==> config.mk <==
export PLATFORM = sky130hd
export DESIGN_NAME = uart_rx
export DESIGN_NICKNAME = d
export VERILOG_FILES = /design/src/rtl/uart_rx.sv
export SDC_FILE = /design/constraint.sdc
export NUM_CORES = 1
export LEC_CHECK = 0
export BUFFER_PORTS_ARGS = -buffer_cell sky130_fd_sc_hd__buf_4
export CAP_MARGIN = 20
export CORE_MARGIN = 10
export CORE_UTILIZATION = 30
export DETAILED_ROUTE_END_ITERATION = 6
export SETUP_SLACK_MARGIN = 0.1
export SYNTH_ARGS = -nofsm -noshare
export SYNTH_HDL_FRONTEND = slang
export SYNTH_SLANG_ARGS = --single-unit
==> constraint.sdc <==
create_clock -name clk -period 3.2 [get_ports clk]
set_clock_uncertainty 0.2 [all_clocks]
set_input_delay 0.16 -clock clk [delete_from_list [all_inputs] [get_ports clk]]
set_output_delay 0.16 -clock clk [all_outputs]
set_load 0.005 [all_outputs]
==> src/rtl/uart_rx.sv <==
// UART receiver: 2-FF synchroniser, mid-bit start validation, oversampled data sampling.
// Define UART_RX_PARITY_EN to insert an even-parity bit between data and stop.
module uart_rx #(
    parameter int OVERSAMPLE = 16,
    parameter int DATA_BITS  = 8
) (
    input  logic                 clk,
    input  logic                 rst_n,
    input  logic                 os_tick,
    input  logic                 rx,
    output logic [DATA_BITS-1:0] rx_data,
    output logic                 rx_valid,
    output logic                 frame_err,
    output logic                 parity_err,
    output logic                 busy
);

    localparam int TICK_W = $clog2(OVERSAMPLE);
    localparam int BIT_W  = (DATA_BITS > 1) ? $clog2(DATA_BITS) : 1;

    localparam logic [TICK_W-1:0] TICK_MID  = TICK_W'(OVERSAMPLE / 2 - 1);
    localparam logic [TICK_W-1:0] TICK_LAST = TICK_W'(OVERSAMPLE - 1);
    localparam logic [BIT_W-1:0]  BIT_LAST  = BIT_W'(DATA_BITS - 1);

    typedef enum logic [2:0] {
        S_IDLE,
        S_START,
        S_DATA,
        S_PARITY,
        S_STOP,
        S_BREAK
    } state_t;

    state_t                 state_q, state_d;
    logic                   rx_meta_q, rx_meta_d;
    logic                   rx_s_q, rx_s_d;
    logic [TICK_W-1:0]      tick_cnt_q, tick_cnt_d;
    logic [BIT_W-1:0]       bit_cnt_q, bit_cnt_d;
    logic [DATA_BITS-1:0]   shift_q, shift_d;
    logic [DATA_BITS-1:0]   rx_data_q, rx_data_d;
    logic                   rx_valid_q, rx_valid_d;
    logic                   frame_err_q, frame_err_d;
`ifdef UART_RX_PARITY_EN
    logic                   par_bad_q, par_bad_d;
    logic                   parity_err_q, parity_err_d;
`endif

    always_ff @(posedge clk or negedge rst_n) begin
        if (!rst_n) begin
            state_q      <= S_IDLE;
            rx_meta_q    <= 1'b1;
            rx_s_q       <= 1'b1;
            tick_cnt_q   <= '0;
            bit_cnt_q    <= '0;
            shift_q      <= '0;
            rx_data_q    <= '0;
            rx_valid_q   <= 1'b0;
            frame_err_q  <= 1'b0;
`ifdef UART_RX_PARITY_EN
            par_bad_q    <= 1'b0;
            parity_err_q <= 1'b0;
`endif
        end else begin
            state_q      <= state_d;
            rx_meta_q    <= rx_meta_d;
            rx_s_q       <= rx_s_d;
            tick_cnt_q   <= tick_cnt_d;
            bit_cnt_q    <= bit_cnt_d;
            shift_q      <= shift_d;
            rx_data_q    <= rx_data_d;
            rx_valid_q   <= rx_valid_d;
            frame_err_q  <= frame_err_d;
`ifdef UART_RX_PARITY_EN
            par_bad_q    <= par_bad_d;
            parity_err_q <= parity_err_d;
`endif
        end
    end

    always_comb begin
        rx_meta_d    = rx;
        rx_s_d       = rx_meta_q;
        state_d      = state_q;
        tick_cnt_d   = tick_cnt_q;
        bit_cnt_d    = bit_cnt_q;
        shift_d      = shift_q;
        rx_data_d    = rx_data_q;
        rx_valid_d   = 1'b0;
        frame_err_d  = 1'b0;
`ifdef UART_RX_PARITY_EN
        par_bad_d    = par_bad_q;
        parity_err_d = 1'b0;
`endif

        if (os_tick) begin
            case (state_q)
                S_IDLE: begin
                    if (!rx_s_q) begin
                        state_d    = S_START;
                        tick_cnt_d = '0;
                    end
                end

                S_START: begin
                    // A start bit that is no longer low at its midpoint was a glitch.
                    if (tick_cnt_q == TICK_MID) begin
                        tick_cnt_d = '0;
                        bit_cnt_d  = '0;
                        state_d    = rx_s_q ? S_IDLE : S_DATA;
                    end else begin
                        tick_cnt_d = tick_cnt_q + 1'b1;
                    end
                end

                S_DATA: begin
                    if (tick_cnt_q == TICK_LAST) begin
                        tick_cnt_d = '0;
                        shift_d    = {rx_s_q, shift_q[DATA_BITS-1:1]};
                        bit_cnt_d  = bit_cnt_q + 1'b1;
                        if (bit_cnt_q == BIT_LAST) begin
`ifdef UART_RX_PARITY_EN
                            state_d = S_PARITY;
`else
                            state_d = S_STOP;
`endif
                        end
                    end else begin
                        tick_cnt_d = tick_cnt_q + 1'b1;
                    end
                end

`ifdef UART_RX_PARITY_EN
                S_PARITY: begin
                    if (tick_cnt_q == TICK_LAST) begin
                        tick_cnt_d = '0;
                        par_bad_d  = (^shift_q) ^ rx_s_q;
                        state_d    = S_STOP;
                    end else begin
                        tick_cnt_d = tick_cnt_q + 1'b1;
                    end
                end
`endif

                S_STOP: begin
                    if (tick_cnt_q == TICK_LAST) begin
                        tick_cnt_d = '0;
                        if (rx_s_q) begin
                            state_d = S_IDLE;
`ifdef UART_RX_PARITY_EN
                            if (par_bad_q) begin
                                parity_err_d = 1'b1;
                            end else begin
                                rx_valid_d = 1'b1;
                                rx_data_d  = shift_q;
                            end
`else
                            rx_valid_d = 1'b1;
                            rx_data_d  = shift_q;
`endif
                        end else begin
                            // Framing wins over parity; wait out a held-low line.
                            frame_err_d = 1'b1;
                            state_d     = S_BREAK;
                        end
                    end else begin
                        tick_cnt_d = tick_cnt_q + 1'b1;
                    end
                end

                S_BREAK: begin
                    if (rx_s_q) begin
                        state_d = S_IDLE;
                    end
                end

                default: begin
                    state_d = S_IDLE;
                end
            endcase
        end
    end

    assign rx_data   = rx_data_q;
    assign rx_valid  = rx_valid_q;
    assign frame_err = frame_err_q;
    assign busy      = (state_q != S_IDLE);
`ifdef UART_RX_PARITY_EN
    assign parity_err = parity_err_q;
`else
    assign parity_err = 1'b0;
`endif

endmodule
==> reports/metrics.cfg, run 1 <==
[status]
status = complete, no violations

[timing]
fin_crit_sh_pct = 68.0
maxSlewHeadroom_pct = 61.6
finalHoldViolations = 0
final.setup.tns_ns = 0
rsz0062_at_grt = false
clock.fmax_mhz = 460
period_minus_slack_ns = 2.18
finalSetupViolations = 0
drv_slew = 0
layout_setup_ws_ns = 1.02
worst_pin_slew_ns = 0.572

[drt]
vias = 897
routed_wl_mm = 2.51
detail-route-antenna-nets = 0
drt_pass1_iterations = 4
drtIter0Drc = 79
drc = 0
viasPerCell = 4.98
routedWlPerCell_um = 13.9

[cells_and_area]
num_antenna_cells = 0
final_cell_area_um2 = 1640
syn_to_final_growth_pct = 19.3
stdcell_count = 180
fillers = 442
nNetsFinal = 134
final_layout_size_suffix_gt1_share_pct = 35.9

[logic_synthesis]
syn_area_um2 = 1370
synth_top_area_share_pct = 51.1
syn_avg_cell_area_um2 = 12.6
synthAdderAreaFrac_pct = 3.56
yosys.area_share.simple_pct = 12.4
synth_flop_cell = dfrtp_1
synth_cell_types = 43
synth.ff_latch_count = 30
yosysSeqAreaShare_pct = 54.9
synth_commonest_cells = dfrtp_1 (28), mux2_2 (16), inv_1 (5), nand2_1 (5), o21ai_0 (4)
synth_cells = 109
yosys.area_share.xor_xnor_pct = 0.639
syn_nets = 116
synth_edf_count = 0
synth_most_common_cell = dfrtp_1
synth_compound_area_share_pct = 8.21
yosysTopAreaCell = dfrtp_1
synth_mux_area_share_pct = 15.4
synthArstFlopShare_pct = 100
synth_top_family_by_area = multiplexers
synth_area_leaders = dfrtp_1 (51%), mux2_2 (13%), dfstp_2 (3.8%)
yosysWarnings = 0

[pwr]
leakage_uw = 0.000787
pwr-share-seq_pct = 44.8
netSwitchingFraction_pct = 30.5
clockPowerShare_pct = 32.1
comb_power_share_pct = 23.1
p_per_area_nw_per_um2 = 692
p_int_uw = 788
p_total_uw = 1130
switchingPower_uw = 346
irDropWorstVdd_mv = 0.277

[floorplanning]
dieHeight_um = 87.6
fp.dieW_um = 87.6
rows = 24
coreArea_um2 = 4380
initial_core_util_pct = 31.3
top_level_ports = 16
design.die.area_um2 = 7680

[job]
drv_cap = 0

[setup_path]
crit_path_start_kind = flip-flop
cp_slowest_cell = or4b_1
arrival_ns = 2.18
max_stage_delay_ns = 0.52
worst_setup_path_end_kind = flip-flop
required_ns = 3.20
critPathMaxFanout = 10
critical_path_class = flip-flop to flip-flop
path_cells = maj3_2 -> a211o_1 -> or4b_1 -> o2bb2ai_1

[clock_network]
cts_buffers = 5
cts_tree = done
post-cts-setup-buffers = 0
clock_latency_ns = 0.28
cts_resized = 0
cts_root_buf = clkbuf_8
cts_buffer_depth = 2
clkTransAtPathRegs_ns = 0.06
cts_max_level = 2
cts_hold_buf = 3
numClockSinks = 30

[grt]
grt_use_total_pct = 7.20
grt_pass1_vias = 972
grt_start_max_net_pins = 31
grt-ovfl-total = 0
antenna_found_initial = 0
grt_pass1_wl_mm = 4.38

[min_path]
hp-class = primary input to async pin

[placed_design]
io_buffer_count = 14
pre_cts_ws_ns = 1.03
dpl-instance-area_um2 = 1500
placed_cells = 169
place_hpwl_mm = 1.84
gp_congestion = 0.782

-- per-layer routing --
metal  track usage, %  share of wire [%]  vias to the layer above
met5                0                  0                        -
met4             3.48                1.4                        0
met3             3.16                4.8                        6
met2             11.3                 49                       16
met1             8.19                 45                      452
li1                 -                  -                      423
-- critical path: cells and delay by family, from the launching register on --
kind	cells	cell delay [ns]
simple gates	1	0.52
fa+ha+maj	1	0.39
compound gates	2	0.49
flops	1	0.50
-- flip-flops by register name, summed over array words and instances (netlist names) --
signal / cells
tick_cnt_q: 4
rx_s_q: 1
rx_valid: 1
rx_data: 8
rx_meta_q: 1
state_q: 3
frame_err: 1
shift_q: 8
bit_cnt_q: 3
-- per-stage QoR --
stage,utilization (%),hold slack [ns]
after detailed placement,34.2,-0.0902
after CTS,37.3,0.150
final,37.3,0.142
after global placement,34.2,-0.0953
after floorplan,-,-0.336
after global routing,37.3,0.160
-- final timing paths --
kind	startpoint	to	slack, ns	cells past startpoint
worst max-delay path	state_q[2]	tick_cnt_q[3]	1.02	4
worst min-delay path	rst_n	shift_q[1]	0.14	2
worst max register to register	state_q[2]	tick_cnt_q[3]	1.02	4
worst min register to register	rx_meta_q	rx_s_q	0.16	0
max in group asynchronous	rst_n	rx_s_q	2.35	2
min in group clk	rx_meta_q	rx_s_q	0.16	0
-- power groups by stage --
stage	clock (µW)	combinational, µW	sequential [µW]
after floorplan	0	258	465
after global placement	0	252	505
after detailed placement	0	260	514
after CTS	379	265	506
after global routing	398	298	516
final	364	261	508
-- placed cells by master (no fill, tap or decap), types with 2 or more instances in the layout --
cell type       n
mux2_2         16
nor2_1          2
dfrtp_1        28
mux2i_1         2
nor3_1          2
ha_1            3
nand3b_1        2
inv_1           5
dfstp_2         2
and2_1          2
buf_4          14
nand2_1         5
a31o_2          2
dlygate4sd3_1   3
nand3_1         3
clkinv_2        2
clkbuf_8        5
o21ai_0         4
-- logic make-up after synthesis --
group	after synthesis
other cells	1
buf+inv	11
simple gates	28
xor+xnor	1
fa+ha+maj	4
mux	19
flops	30
compound gates	15
-- layout make-up --
cell class                 count  area (µm²)  share of cell area [%]
timing repair buffer          17         135                    8.26
inverter                       5        18.8                    1.15
sequential                    30         753                    46.0
tap                           52        65.1                    3.98
clock buffer                   5        68.8                    4.20
multi-input combinational     68         556                    33.9
clock inverter                 3        40.0                    2.45
No activity file was read; power rests on OpenSTA's default activity.
==> run 2: changes to the inputs <==
ABC_AREA = 1   (was unset)
clock period = 2 ns   (was 3.2 ns; I/O delays follow)
==> run 2 against run 1 <==
Compared with the run above:
- via count rose by 18%
- count of clock-buffer cells in the layout rose by 2
- power rose by 53%
- critical path depth rose by 4
- first-iteration DRC count fell by 23%
- register-to-register slack got worse by 0.71 ns
- core utilization fell by 0.30 points
- die area rose by 6.7%
==> reports/metrics.cfg, run 2 <==
[status]
status = complete, no violations

[cells_and_area]
final_common_cell = nand2_1
final_cell_area_um2 = 1760  ; +7.6%
nNetsFinal = 194  ; +45%
final_cell_mix = nand2_1 (50), dfrtp_1 (28), inv_1 (19)
syn_to_final_growth_pct = 18.1
stdcell_count = 255  ; +42%
utilization_pct = 37.0  ; -0.30 points
num_antenna_cells = 0  ; unchanged
final_layout_size_suffix_gt1_share_pct = 27.1  ; -8.8 points

[setup_path]
r2r_slack_ns = 0.32  ; -0.71 ns
crit_path_start_kind = flip-flop
critical_path_class = flip-flop to flip-flop
path_cells = ha_1 -> nand2_2 -> inv_2 -> nand2_4 -> nor2_8 -> nand3_4 -> nand2_1 -> o21ai_2
cp_slowest_cell = dfrtp_1
arrival_ns = 1.65  ; -0.53 ns
required_ns = 1.96  ; -1.24 ns
r2r-end = rx_data[5]
r2r_cells = 8  ; +4
critPathMaxFanout = 16  ; +6
timing.rr.start = tick_cnt_q[0]
max_stage_delay_ns = 0.40  ; -0.12 ns
worst_setup_path_end_kind = flip-flop

[floorplanning]
top_level_ports = 16  ; unchanged
coreArea_um2 = 4750  ; +8.4%
fp.dieW_um = 90.5  ; +3.3%
initial_core_util_pct = 31.3  ; +0.064 points
rows = 25  ; +4.2%
design.die.area_um2 = 8190  ; +6.7%
dieHeight_um = 90.5  ; +3.3%

[logic_synthesis]
syn_nets = 174  ; +50%
synth_commonest_cells = nand2_1 (50), dfrtp_1 (28), inv_1 (19), o21ai_2 (15), nor2_1 (12)
yosysSeqAreaShare_pct = 50.5  ; -4.4 points
yosysWarnings = 0  ; unchanged
synth_top_area_share_pct = 47.0  ; -4.1 points
syn_avg_cell_area_um2 = 8.92  ; -29%
synth_edf_count = 0  ; unchanged
synth.ff_latch_count = 30  ; unchanged
synth_most_common_cell = nand2_1
synth_flop_cell = dfrtp_1
synth_cells = 167  ; +53%
synth_area_leaders = dfrtp_1 (47%), nand2_1 (13%), o21ai_2 (8.8%)
synth_cell_types = 25  ; -42%
yosysTopAreaCell = dfrtp_1
syn_area_um2 = 1490  ; +8.7%
synthArstFlopShare_pct = 100  ; unchanged

[timing]
finalHoldViolations = 0  ; unchanged
fin_crit_sh_pct = 84.1  ; +16 points
drv_slew = 0  ; unchanged
period_minus_slack_ns = 1.68  ; -0.494 ns
clock.fmax_mhz = 595  ; +29%
final.setup.tns_ns = 0  ; unchanged
finalSetupViolations = 0  ; unchanged
rsz0062_at_grt = false

[grt]
grt_use_total_pct = 6.97  ; -0.23 points
grt-ovfl-total = 0  ; unchanged
grt_start_max_net_pins = 31  ; unchanged
grt_pass1_wl_mm = 4.65  ; +6.1%
antenna_found_initial = 0  ; unchanged
grt_pass1_vias = 1042  ; +7.2%

[drt]
routedWlPerCell_um = 10.3  ; -26%
drt_pass1_iterations = 4  ; unchanged
routed_wl_mm = 2.63  ; +4.9%
detail-route-antenna-nets = 0  ; unchanged
drtIter0Drc = 61  ; -23%
drc = 0  ; unchanged
vias = 1058  ; +18%
viasPerCell = 4.15  ; -17%

[clock_network]
cts_tree = done
clkTransAtPathRegs_ns = 0.06  ; about the same
cts_max_level = 2  ; unchanged
cts_buffers = 5  ; unchanged
cts_buffer_depth = 2  ; unchanged
clock_latency_ns = 0.28  ; about the same
cts_root_buf = clkbuf_8
numClockSinks = 30  ; unchanged
post-cts-setup-buffers = 0  ; unchanged

[placed_design]
io_buffer_count = 14  ; unchanged
place_hpwl_mm = 1.94  ; +5.6%
placed_cells = 245  ; +45%
dpl-instance-area_um2 = 1650  ; +10%
gp_congestion = 0.768  ; -1.8%

[pwr]
leakage_uw = 0.000917  ; +17%
irDropWorstVdd_mv = 0.460  ; +66%
p_per_area_nw_per_um2 = 984  ; +42%

[min_path]
hp-class = primary input to flip-flop
hold_start = os_tick
hold_depth = 3
hold_end = frame_err

[job]
drv_cap = 0  ; unchanged

-- run 2: cell count changes after synthesis, moves of 3 or more --
cell,before,now
nor2_1,2,12
nand3_1,3,8
o21ai_0,4,7
nand2_1,5,50
inv_1,5,19
mux2_2,16,0
o21ai_2,0,15
nand2_2,0,4
-- run 2: layout make-up --
type	instances	area [µm²]
Clock buffer	7	86.3
Clock inverter	1	5.00
Fill cell	493	2990
Inverter	20	75.1
Multi-Input combinational cell	114	632
Sequential cell	30	753
Tap cell	67	83.8
Timing Repair Buffer	16	125
-- run 2: worst max-delay path: cells and delay by family (launching register included) --
kind	cells	cell delay, ns
compound gates	1	0.05
simple gates	5	0.61
flops	1	0.40
buf+inv	1	0.07
fa+ha+maj	1	0.22
-- run 2: metrics by stage --
stage | total power (µW) | setup WS, ns | hold WS, ns
2_1_floorplan | 1110 | 0.436 | -0.396
3_3_place_gp | 1250 | 0.348 | -0.145
3_5_place_dp | 1250 | 0.312 | -0.144
4_1_cts | 1760 | 0.300 | 0.0322
5_1_grt | 1880 | 0.118 | 0.0624
6_report | 1730 | 0.319 | 0.0380
-- run 2: worst max path at each step --
stage                  start           end  slack [ns]  cells past startpoint
2_1_floorplan  tick_cnt_q[0]    rx_data[6]        0.44                      9
3_3_place_gp   tick_cnt_q[0]    state_q[1]        0.35                      8
3_5_place_dp   tick_cnt_q[0]    rx_data[3]        0.31                      8
4_1_cts        tick_cnt_q[0]    rx_data[3]        0.30                      8
5_1_grt        tick_cnt_q[0]  bit_cnt_q[1]        0.12                      8
6_report       tick_cnt_q[0]    rx_data[5]        0.32                      8
-- run 2: cells by family after synthesis --
group           count (synthesis)  share of synthesized area [%]
flops                          30                           50.5
fa+ha+maj                       3                           2.52
simple gates                   85                           27.0
xor+xnor                        1                          0.588
compound gates                 24                           12.1
other cells                     1                          0.252
buf+inv                        23                           7.05
-- run 2: power breakdown --
part | switching (µW) | internal (µW)
combinational | 339 | 172
sequential | 61.4 | 663
clock | 220 | 277
-- run 2: repair_timing --
| item | CTS | global route |
|---|---|---|
| hold buffers | 2 | 0 |
| resized for setup | 0 | 0 |
| endpoints found under the hold margin | 31 | 0 |
-- run 2: layer usage --
metal  GRT usage, %  part of all wire, %  vias to the layer above
met4           4.24                  2.2                        0
li1               -                    -                      565
met2           10.5                   44                       18
met5              0                    0                        -
met3           3.24                  5.1                        4
met1           7.86                   49                      471
==> run 3: changes to the inputs <==
clock period = 1.5 ns   (was 2 ns; I/O delays follow)
==> run 3 against run 2 <==
Compared with the run above:
- hold slack got worse by 0.023 ns
- flip-flop and latch count is the same
- core utilization rose by 8.2 points
- cell count up 9.4%
- routed wire length up 22%
- via count increased by 9.0%
- non-clock buffer count grew 23
- sequential power increased by 35%
- largest power group is now combinational cells
- the flow now finishes with violations (negative setup slack)
- register-to-register slack lost 0.42 ns
- global-route usage up 1.4 points
- clock power grew 110%
- critical path depth unchanged
==> reports/metrics.cfg, run 3 (synthesis gave the netlist of run 2 again) <==
[status]
status = complete, but fails checks
violations = negative setup slack

[min_path]
hp-class = primary input to flip-flop
hold_depth = 5  ; +2
hold_end = state_q[2]
hold_start = os_tick

[drt]
drc = 0  ; unchanged
routedWlPerCell_um = 11.5  ; +12%
drtIter0Drc = 90  ; +48%
vias = 1153  ; +9.0%
routed_wl_mm = 3.21  ; +22%
detail-route-antenna-nets = 0  ; unchanged
drt_pass1_iterations = 4  ; unchanged
viasPerCell = 4.13  ; -0.40%

[placed_design]
gp_congestion = 0.796  ; +3.6%
io_buffer_count = 14  ; unchanged
dpl-instance-area_um2 = 1770  ; +7.3%
pre_cts_ws_ns = -0.0964  ; -0.409 ns
place_hpwl_mm = 2.14  ; +10%

[setup_path]
arrival_ns = 1.58  ; -0.07 ns
crit_path_start = tick_cnt_q[0]
critPathMaxFanout = 8  ; -8
worst_setup_path_end_kind = flip-flop
crit_path_start_kind = flip-flop
r2r-end = rx_data[2]
r2r_slack_ns = -0.1  ; -0.42 ns
required_ns = 1.48  ; -0.48 ns
r2r_cells = 8  ; unchanged
timing.rr.start = tick_cnt_q[0]
critical_path_class = flip-flop to flip-flop

[job]
drv_cap = 0  ; unchanged

[pwr]
p_per_area_nw_per_um2 = 1580  ; +60%
leakage_uw = 0.00105  ; +15%
irDropWorstVdd_mv = 0.920  ; +100%

[timing]
drv_slew = 0  ; unchanged
fin_crit_sh_pct = 106  ; +22 points
finalSetupViolations = 23  ; +23
finalHoldViolations = 0  ; unchanged
rsz0062_at_grt = true
layout_setup_ws_ns = -0.0968  ; -0.415 ns
clock.fmax_mhz = 626  ; +5.3%
period_minus_slack_ns = 1.60  ; -0.0846 ns

[floorplanning]
initial_core_util_pct = 31.3  ; unchanged
design.die.area_um2 = 8190  ; unchanged
top_level_ports = 16  ; unchanged
fp.dieW_um = 90.5  ; unchanged
rows = 25  ; unchanged
coreArea_um2 = 4750  ; unchanged
dieHeight_um = 90.5  ; unchanged

[clock_network]
clock_latency_ns = 0.29  ; about the same
cts_buffers = 5  ; unchanged
numClockSinks = 30  ; unchanged
cts_tree = done
clkTransAtPathRegs_ns = 0.07  ; about the same
cts_buffer_depth = 2  ; unchanged
cts_max_level = 2  ; unchanged
cts_root_buf = clkbuf_8

[grt]
grt_pass1_vias = 1181  ; +13%
grt_use_total_pct = 8.40  ; +1.4 points
grt_pass1_wl_mm = 5.51  ; +18%
grt_start_max_net_pins = 31  ; unchanged
antenna_found_initial = 0  ; unchanged
grt-ovfl-total = 0  ; unchanged

[cells_and_area]
num_antenna_cells = 0  ; unchanged
final_cell_area_um2 = 2150  ; +22%
nNetsFinal = 218  ; +12%
final_layout_size_suffix_gt1_share_pct = 50.5  ; +23 points
syn_to_final_growth_pct = 44.2
final_common_cell = nand2_1
final_cell_mix = nand2_1 (35), buf_4 (30), dfrtp_1 (25)
fillers = 480  ; -2.6%

-- run 3: critical path: stages, from the launching register on --
cell and delay (ns):
dfrtp_1 0.37, ha_2 0.19, nand2_2 0.07, inv_2 0.06, nand2_4 0.08, nor2_8 0.19
nand3_4 0.17, nand2_1 0.11, o21ai_2 0.05
-- run 3: worst max path at each step --
stage | to | cells after the start
final | rx_data[2] | 8
after detailed placement | rx_data[1] | 8
after global routing | rx_data[0] | 8
after floorplan | rx_data[6] | 9
after CTS | rx_data[0] | 8
after global placement | rx_data[2] | 8
-- run 3: what timing repair did --
action,in CTS,in global routing
hold buffers,2,0
endpoints found under the setup margin,29,29
resized for setup,37,13
endpoints found under the hold margin,31,0
buffers inserted,4,4
pin swaps,7,13
cloned,1,0
-- run 3: layout make-up --
cell class                 count  area [µm²]  area share (%)
inverter                      20        75.1            3.49
sequential                    30         757            35.2
tap                           67        83.8            3.90
clock inverter                 2        60.1            2.80
multi-input combinational    115         766            35.6
timing repair buffer          39         324            15.1
clock buffer                   6        82.6            3.84
-- run 3: power breakdown --
part / switching, µW / leakage (µW) / internal [µW]
combinational: 718 / 0.000577 / 667
sequential: 87.6 / 0.000404 / 890
clock: 317 / 0.0000714 / 708
-- run 3: stage by stage --
step / cells / setup TNS (ns) / util (%) / total power (µW) / hold slack (ns)
after floorplan: 167 / -0.290 / - / 1480 / -0.421
after global placement: 260 / -1.24 / 37.2 / 1830 / -0.172
after detailed placement: 260 / -1.35 / 37.2 / 1840 / -0.173
after CTS: 275 / -1.13 / 43.9 / 3260 / 0.0116
after global routing: 279 / -3.99 / 45.2 / 3590 / 0.0428
final: 279 / -1.32 / 45.2 / 3390 / 0.0154
-- run 3: routing by layer --
layer	up-vias	part of all wire (%)	track usage [%]
met5	-	0	0
met4	0	2.2	5.17
met3	6	4.6	3.66
met2	15	47	12.9
met1	518	46	9.39
li1	614	-	-
